File: config.mk
export PLATFORM = sky130hd
export DESIGN_NAME = router_fsm
export DESIGN_NICKNAME = d
export VERILOG_FILES = /design/src/rtl/router_pkg.sv /design/src/rtl/router_fsm.sv
export SDC_FILE = /design/constraint.sdc
export NUM_CORES = 1
export LEC_CHECK = 0
export CORE_ASPECT_RATIO = 1.4
export CORE_MARGIN = 5
export CORE_UTILIZATION = 25
export DETAILED_ROUTE_END_ITERATION = 16
export PLACE_DENSITY = 0.56
export SLEW_MARGIN = 25
export SYNTH_ARGS = -nofsm -noshare
export SYNTH_HDL_FRONTEND = slang
export SYNTH_SLANG_ARGS = --single-unit
File: constraint.sdc
create_clock -name clk -period 2 [get_ports clk]
set_clock_uncertainty 0.05 [all_clocks]
set_input_delay 0.3 -clock clk [delete_from_list [all_inputs] [get_ports clk]]
set_output_delay 0.3 -clock clk [all_outputs]
set_load 0.01 [all_outputs]
File: src/rtl/router_pkg.sv
// Shared router definitions: FSM state encoding and destination address codes.
package router_pkg;

  typedef enum logic [2:0] {
    DECODE_ADDRESS     = 3'd0,
    LOAD_FIRST_DATA    = 3'd1,
    LOAD_DATA          = 3'd2,
    LOAD_PARITY        = 3'd3,
    FIFO_FULL_STATE    = 3'd4,
    LOAD_AFTER_FULL    = 3'd5,
    WAIT_TILL_EMPTY    = 3'd6,
    CHECK_PARITY_ERROR = 3'd7
  } router_state_e;

  localparam logic [1:0] ADDR_P0      = 2'b00;
  localparam logic [1:0] ADDR_P1      = 2'b01;
  localparam logic [1:0] ADDR_P2      = 2'b10;
  localparam logic [1:0] ADDR_INVALID = 2'b11;

  // True when the header carries one of the three real destinations.
  function automatic logic addr_is_valid(input logic [1:0] addr);
    return addr != ADDR_INVALID;
  endfunction

endpackage

File: src/rtl/router_fsm.sv
// Packet-reception controller for the 1x3 router: header decode, payload,
// parity load and parity check, with stall handling on a full FIFO.
module router_fsm
  import router_pkg::*;
(
  input  logic       clk,
  input  logic       rst,
  input  logic       pkt_valid,
  input  logic [1:0] data_in,
  input  logic       fifo_full,
  input  logic       fifo_empty_0,
  input  logic       fifo_empty_1,
  input  logic       fifo_empty_2,
  input  logic       soft_reset_0,
  input  logic       soft_reset_1,
  input  logic       soft_reset_2,
  input  logic       parity_done,
  input  logic       low_pkt_valid,
  output logic       detect_add,
  output logic       lfd_state,
  output logic       ld_state,
  output logic       laf_state,
  output logic       full_state,
  output logic       write_enb_reg,
  output logic       rst_int_reg,
  output logic       busy
);

  router_state_e state, next_state;
  logic [1:0]    addr_q;
  logic          empty_hdr;    // empty flag of the FIFO named by data_in
  logic          empty_lat;    // empty flag of the latched destination
  logic          soft_lat;     // soft reset of the latched destination

  // Select per-FIFO flags by the incoming header and by the latched address.
  always_comb begin
    empty_hdr = 1'b0;
    empty_lat = 1'b0;
    soft_lat  = 1'b0;
    case (data_in)
      ADDR_P0: empty_hdr = fifo_empty_0;
      ADDR_P1: empty_hdr = fifo_empty_1;
      ADDR_P2: empty_hdr = fifo_empty_2;
      default: empty_hdr = 1'b0;
    endcase
    case (addr_q)
      ADDR_P0: begin empty_lat = fifo_empty_0; soft_lat = soft_reset_0; end
      ADDR_P1: begin empty_lat = fifo_empty_1; soft_lat = soft_reset_1; end
      ADDR_P2: begin empty_lat = fifo_empty_2; soft_lat = soft_reset_2; end
      default: begin empty_lat = 1'b0;         soft_lat = 1'b0;         end
    endcase
  end

  // State register and destination latch; the latch only loads on a valid header.
  always_ff @(posedge clk) begin
    if (!rst) begin
      state  <= DECODE_ADDRESS;
      addr_q <= ADDR_P0;
    end else begin
      state <= next_state;
      if (state == DECODE_ADDRESS && pkt_valid && addr_is_valid(data_in))
        addr_q <= data_in;
    end
  end

  // Next-state logic; a soft reset of the latched FIFO overrides every transition.
  always_comb begin
    next_state = state;
    if (state != DECODE_ADDRESS && soft_lat) begin
      next_state = DECODE_ADDRESS;
    end else begin
      case (state)
        DECODE_ADDRESS:
          if (pkt_valid && addr_is_valid(data_in))
            next_state = empty_hdr ? LOAD_FIRST_DATA : WAIT_TILL_EMPTY;
        WAIT_TILL_EMPTY:
          if (empty_lat) next_state = LOAD_FIRST_DATA;
        LOAD_FIRST_DATA:
          next_state = LOAD_DATA;
        LOAD_DATA:
          if (fifo_full)       next_state = FIFO_FULL_STATE;
          else if (!pkt_valid) next_state = LOAD_PARITY;
        FIFO_FULL_STATE:
          if (!fifo_full) next_state = LOAD_AFTER_FULL;
        LOAD_AFTER_FULL:
          if (parity_done)        next_state = DECODE_ADDRESS;
          else if (low_pkt_valid) next_state = LOAD_PARITY;
          else                    next_state = LOAD_DATA;
        LOAD_PARITY:
          next_state = CHECK_PARITY_ERROR;
        CHECK_PARITY_ERROR:
          next_state = fifo_full ? FIFO_FULL_STATE : DECODE_ADDRESS;
        default:
          next_state = DECODE_ADDRESS;
      endcase
    end
  end

  // Moore output decode from the current state only.
  always_comb begin
    detect_add    = (state == DECODE_ADDRESS);
    lfd_state     = (state == LOAD_FIRST_DATA);
    ld_state      = (state == LOAD_DATA);
    laf_state     = (state == LOAD_AFTER_FULL);
    full_state    = (state == FIFO_FULL_STATE);
    rst_int_reg   = (state == CHECK_PARITY_ERROR);
    write_enb_reg = (state == LOAD_DATA) || (state == LOAD_PARITY) ||
                    (state == LOAD_AFTER_FULL);
    busy          = (state != DECODE_ADDRESS) && (state != LOAD_DATA);
  end

endmodule
==> reports/qor.csv <==
stage,metric,value,unit
floorplanning,die footprint,2920,sq um
drt,drt first pass iters,4,
synth,ys flop type,dfxtp_1,
synth,"top cells by area, synth","dfxtp_1 21%, mux2i_1 8.3%, buf_6 4.7%",
cts,total clock sinks,5,
setup_path,reg2reg start,state[2]$_SDFFE_PP0P_,
finish,post-layout util,0.417,
setup_path,Critical Path Fanout Max,7,
drt,routed length per placed instance,12.4,microns
setup_path,arrival time at the worst endpoint,1.52,ns
floorplanning,Chip Height,61.9,microns
sta,Slew HR,0.778,
floorplanning,Core Region,1800,sq um
sta,sum of negative setup slack,0,ns
drt,Initial DRC Count,7,
sta,Worst-Margin Slew,0.330,ns
floorplanning,Top Ports,22,
global_routing,initial antenna violation count,0,
synth,Synth Net Count,70,
synth,"Seq/Total Area, Yosys",0.208,
drt,routed vias/inst,4.92,
synth,Async SR Flop Fraction,0,
global_routing,GRT Overall Usage,0.0964,
sta,period utilization,0.937,
synth,mux contribution to synthesized area,0.106,
global_routing,remaining global-route overflow,0,
finish,layout overhead on the synthesized area,55.8,%
setup_path,Worst Setup End Kind,primary output,
synth,xor/xnor share of the synthesized area,0,
finish,area occupied by multi-input gates,348,sq um
power,VDD IR max,0.000620,V
cts,later-pin clock latency in the skew report,0.25,ns
sta,"Hold Vio Cnt, Final",0,
synth,Synth cell types,32,
synth,largest family of logic cells by synthesized area,simple AND/OR/NAND/NOR gates,
synth,compound-gate portion of the synthesized area,0.265,
sta,final hold slack,0.585,ns
floorplanning,initial cell density of the core,0.267,
power,Pleak,0.312,nW
cts,Clock H-tree levels,1,
synth,Yosys warnings,0,
setup_path,Worst Setup Path Type,reg -> out,
sta,RSZ-0062 raised after global routing,false,
finish,filler instances,212,
finish,# diodes,0,
global_routing,first-pass GRT wire length,1970,microns
cts,clk slew on worst S/H paths,0.04,ns
sta,fin. max-slew vios,0,
drt,post-route ant nets,0,
cts,CTS tree,done,
synth,cells after synthesis,56,
synth,"flops & latches, synth",5,
placement,GP Congestion,0.727,
global_routing,grt met2 use,0.171,
global_routing,routing usage on met1,0.0934,
drt,final WL,1260,microns
cts,total CTS buffers,3,
synth,Synth top area share,0.208,
floorplanning,Die Width,47.1,microns
setup_path,CP required,1.65,ns
min_path,hold path depth,1,
drt,Remaining DRCs,0,
synth,"EDFF count, synth",0,
sta,# setup viols final,0,
cts,worst-case clock buffer depth,2,
global_routing,grt peak-use layer,met2,
finish,count of nets after finishing,96,
power,PD cells,1140,nW/um^2
cts,CTS root buf,clkbuf_4,
setup_path,CP Launch Type,flip-flop,
floorplanning,Placement Rows,18,
min_path,worst min-delay path class,reg -> reg,
setup_path,worst r2r dst,state[1]$_SDFFE_PP0P_,
job,Max Cap Viol,0,
placement,worst slack at placement,0.110,ns
placement,IO Port Bufs,21,
setup_path,Worst R2R Path Depth,6,
drt,DR vias,497,
finish,layout cell share with drive strength beyond 1,0.222,
outcome,status,completed,
min_path,Hold Path Sink,addr_q[1]$_SDFFE_PN0P_,
min_path,hold path start,addr_q[1]$_SDFFE_PN0P_,
synth,post-synthesis cell area,482,sq um
finish,Reg area,105,sq um
placement,hpwl dp,1040,microns
sta,min Tclk post-route,1.87,ns
setup_path,r2r setup slk,0.43,ns
synth,Synth Area in Adders,0,
global_routing,M3 GR Usage,0.0490,
cts,hold buffers post-CTS,0,
global_routing,largest net degree at the start of global routing,12,
global_routing,vias in the first global route,487,
synth,cell taking the most area after synthesis,dfxtp_1,
synth,simple-gate share of the synthesized area,0.340,
synth,syn avg cell area,8.60,sq um
sta,f_max,534,MHz
sta,final worst setup slack,0.126,ns
-- synthesized netlist by cell type, types with 2 or more instances --
cell type	count
and3_1	2
buf_6	2
o21ai_0	2
nor2b_1	2
o221a_2	2
inv_1	3
nand2_1	2
dfxtp_1	5
nor3b_1	2
nor2_1	4
nand3b_1	3
mux2i_1	4
a21oi_1	3
nand2b_1	2
-- cells by family (layout without fill, tap and decap cells) --
family,after synthesis,after routing
AND/OR/NAND/NOR,24,24
AO/OA/AOI/OAI,16,16
buffers and inverters,6,31
multiplexers,5,5
flip-flops,5,5
-- area by class of cell --
type / count / share of cell area
timing repair buffer: 24 / 0.313
multi-input combinational: 45 / 0.463
tap: 20 / 0.0333
sequential: 5 / 0.140
clock buffer: 4 / 0.0350
inverter: 3 / 0.0150
-- registers in the layout (all words and copies together), names as in the netlist --
register	flops
addr_q	2
state	3
-- metrics by stage --
step / power, mW / instances / instance area, sq um
after floorplan: 0.518 / 56 / 482
after global placement: 0.705 / 96 / 704
after detailed placement: 0.709 / 96 / 704
after CTS: 0.838 / 100 / 733
after global routing: 0.921 / 101 / 751
final: 0.852 / 101 / 751
-- metal layers --
layer  wire length, microns  up-vias
met5                      0        -
met2                    658       23
met4                      0        0
li1                       -      261
met3                    120        0
met1                    476      213
-- where the power goes --
| part | switching, mW | internal, mW |
|---|---|---|
| Sequential | 0.0658 | 0.137 |
| Clock | 0.0425 | 0.0755 |
| Combinational | 0.232 | 0.300 |
-- worst max-delay path by stage --
stage	startpoint	cells past startpoint	end	slack (ns)
floorplan	state[0]$_SDFFE_PP0P_	5	state[0]$_SDFFE_PP0P_	0.54
global placement	pkt_valid	5	state[2]$_SDFFE_PP0P_	0.13
detailed placement	data_in[0]	5	state[2]$_SDFFE_PP0P_	0.11
CTS	state[0]$_SDFFE_PP0P_	2	full_state	0.03
global route	state[0]$_SDFFE_PP0P_	2	full_state	0.06
finish	state[2]$_SDFFE_PP0P_	3	ld_state	0.13
-- critical path: stages (launching register included) --
cell	delay (ns)
dfxtp_1	0.31
buf_4	0.15
nor3b_2	0.23
clkdlybuf4s50_1	0.58
-- cell usage in the layout, fill, tap and decap left out, types with 2 or more instances in the layout --
master,netlist,final
o21ai_0,2,2
nor2b_1,2,2
nand2b_1,2,2
nor3b_2,1,2
inv_1,3,3
buf_4,0,3
mux2i_1,4,4
nand2_1,2,2
nor2_1,4,4
clkbuf_4,0,3
clkdlybuf4s50_1,0,20
a21oi_1,3,3
o221a_2,2,2
dfxtp_1,5,3
and3_1,2,2
nand3b_1,3,3
-- what timing repair did --
item                       CTS  global route
pin swaps                    0             1
buffers inserted             0             1
setup endpoints to repair    4             3
cloned                       0             0
gates resized for setup      2             3
Power figures use the tool's default switching activity.
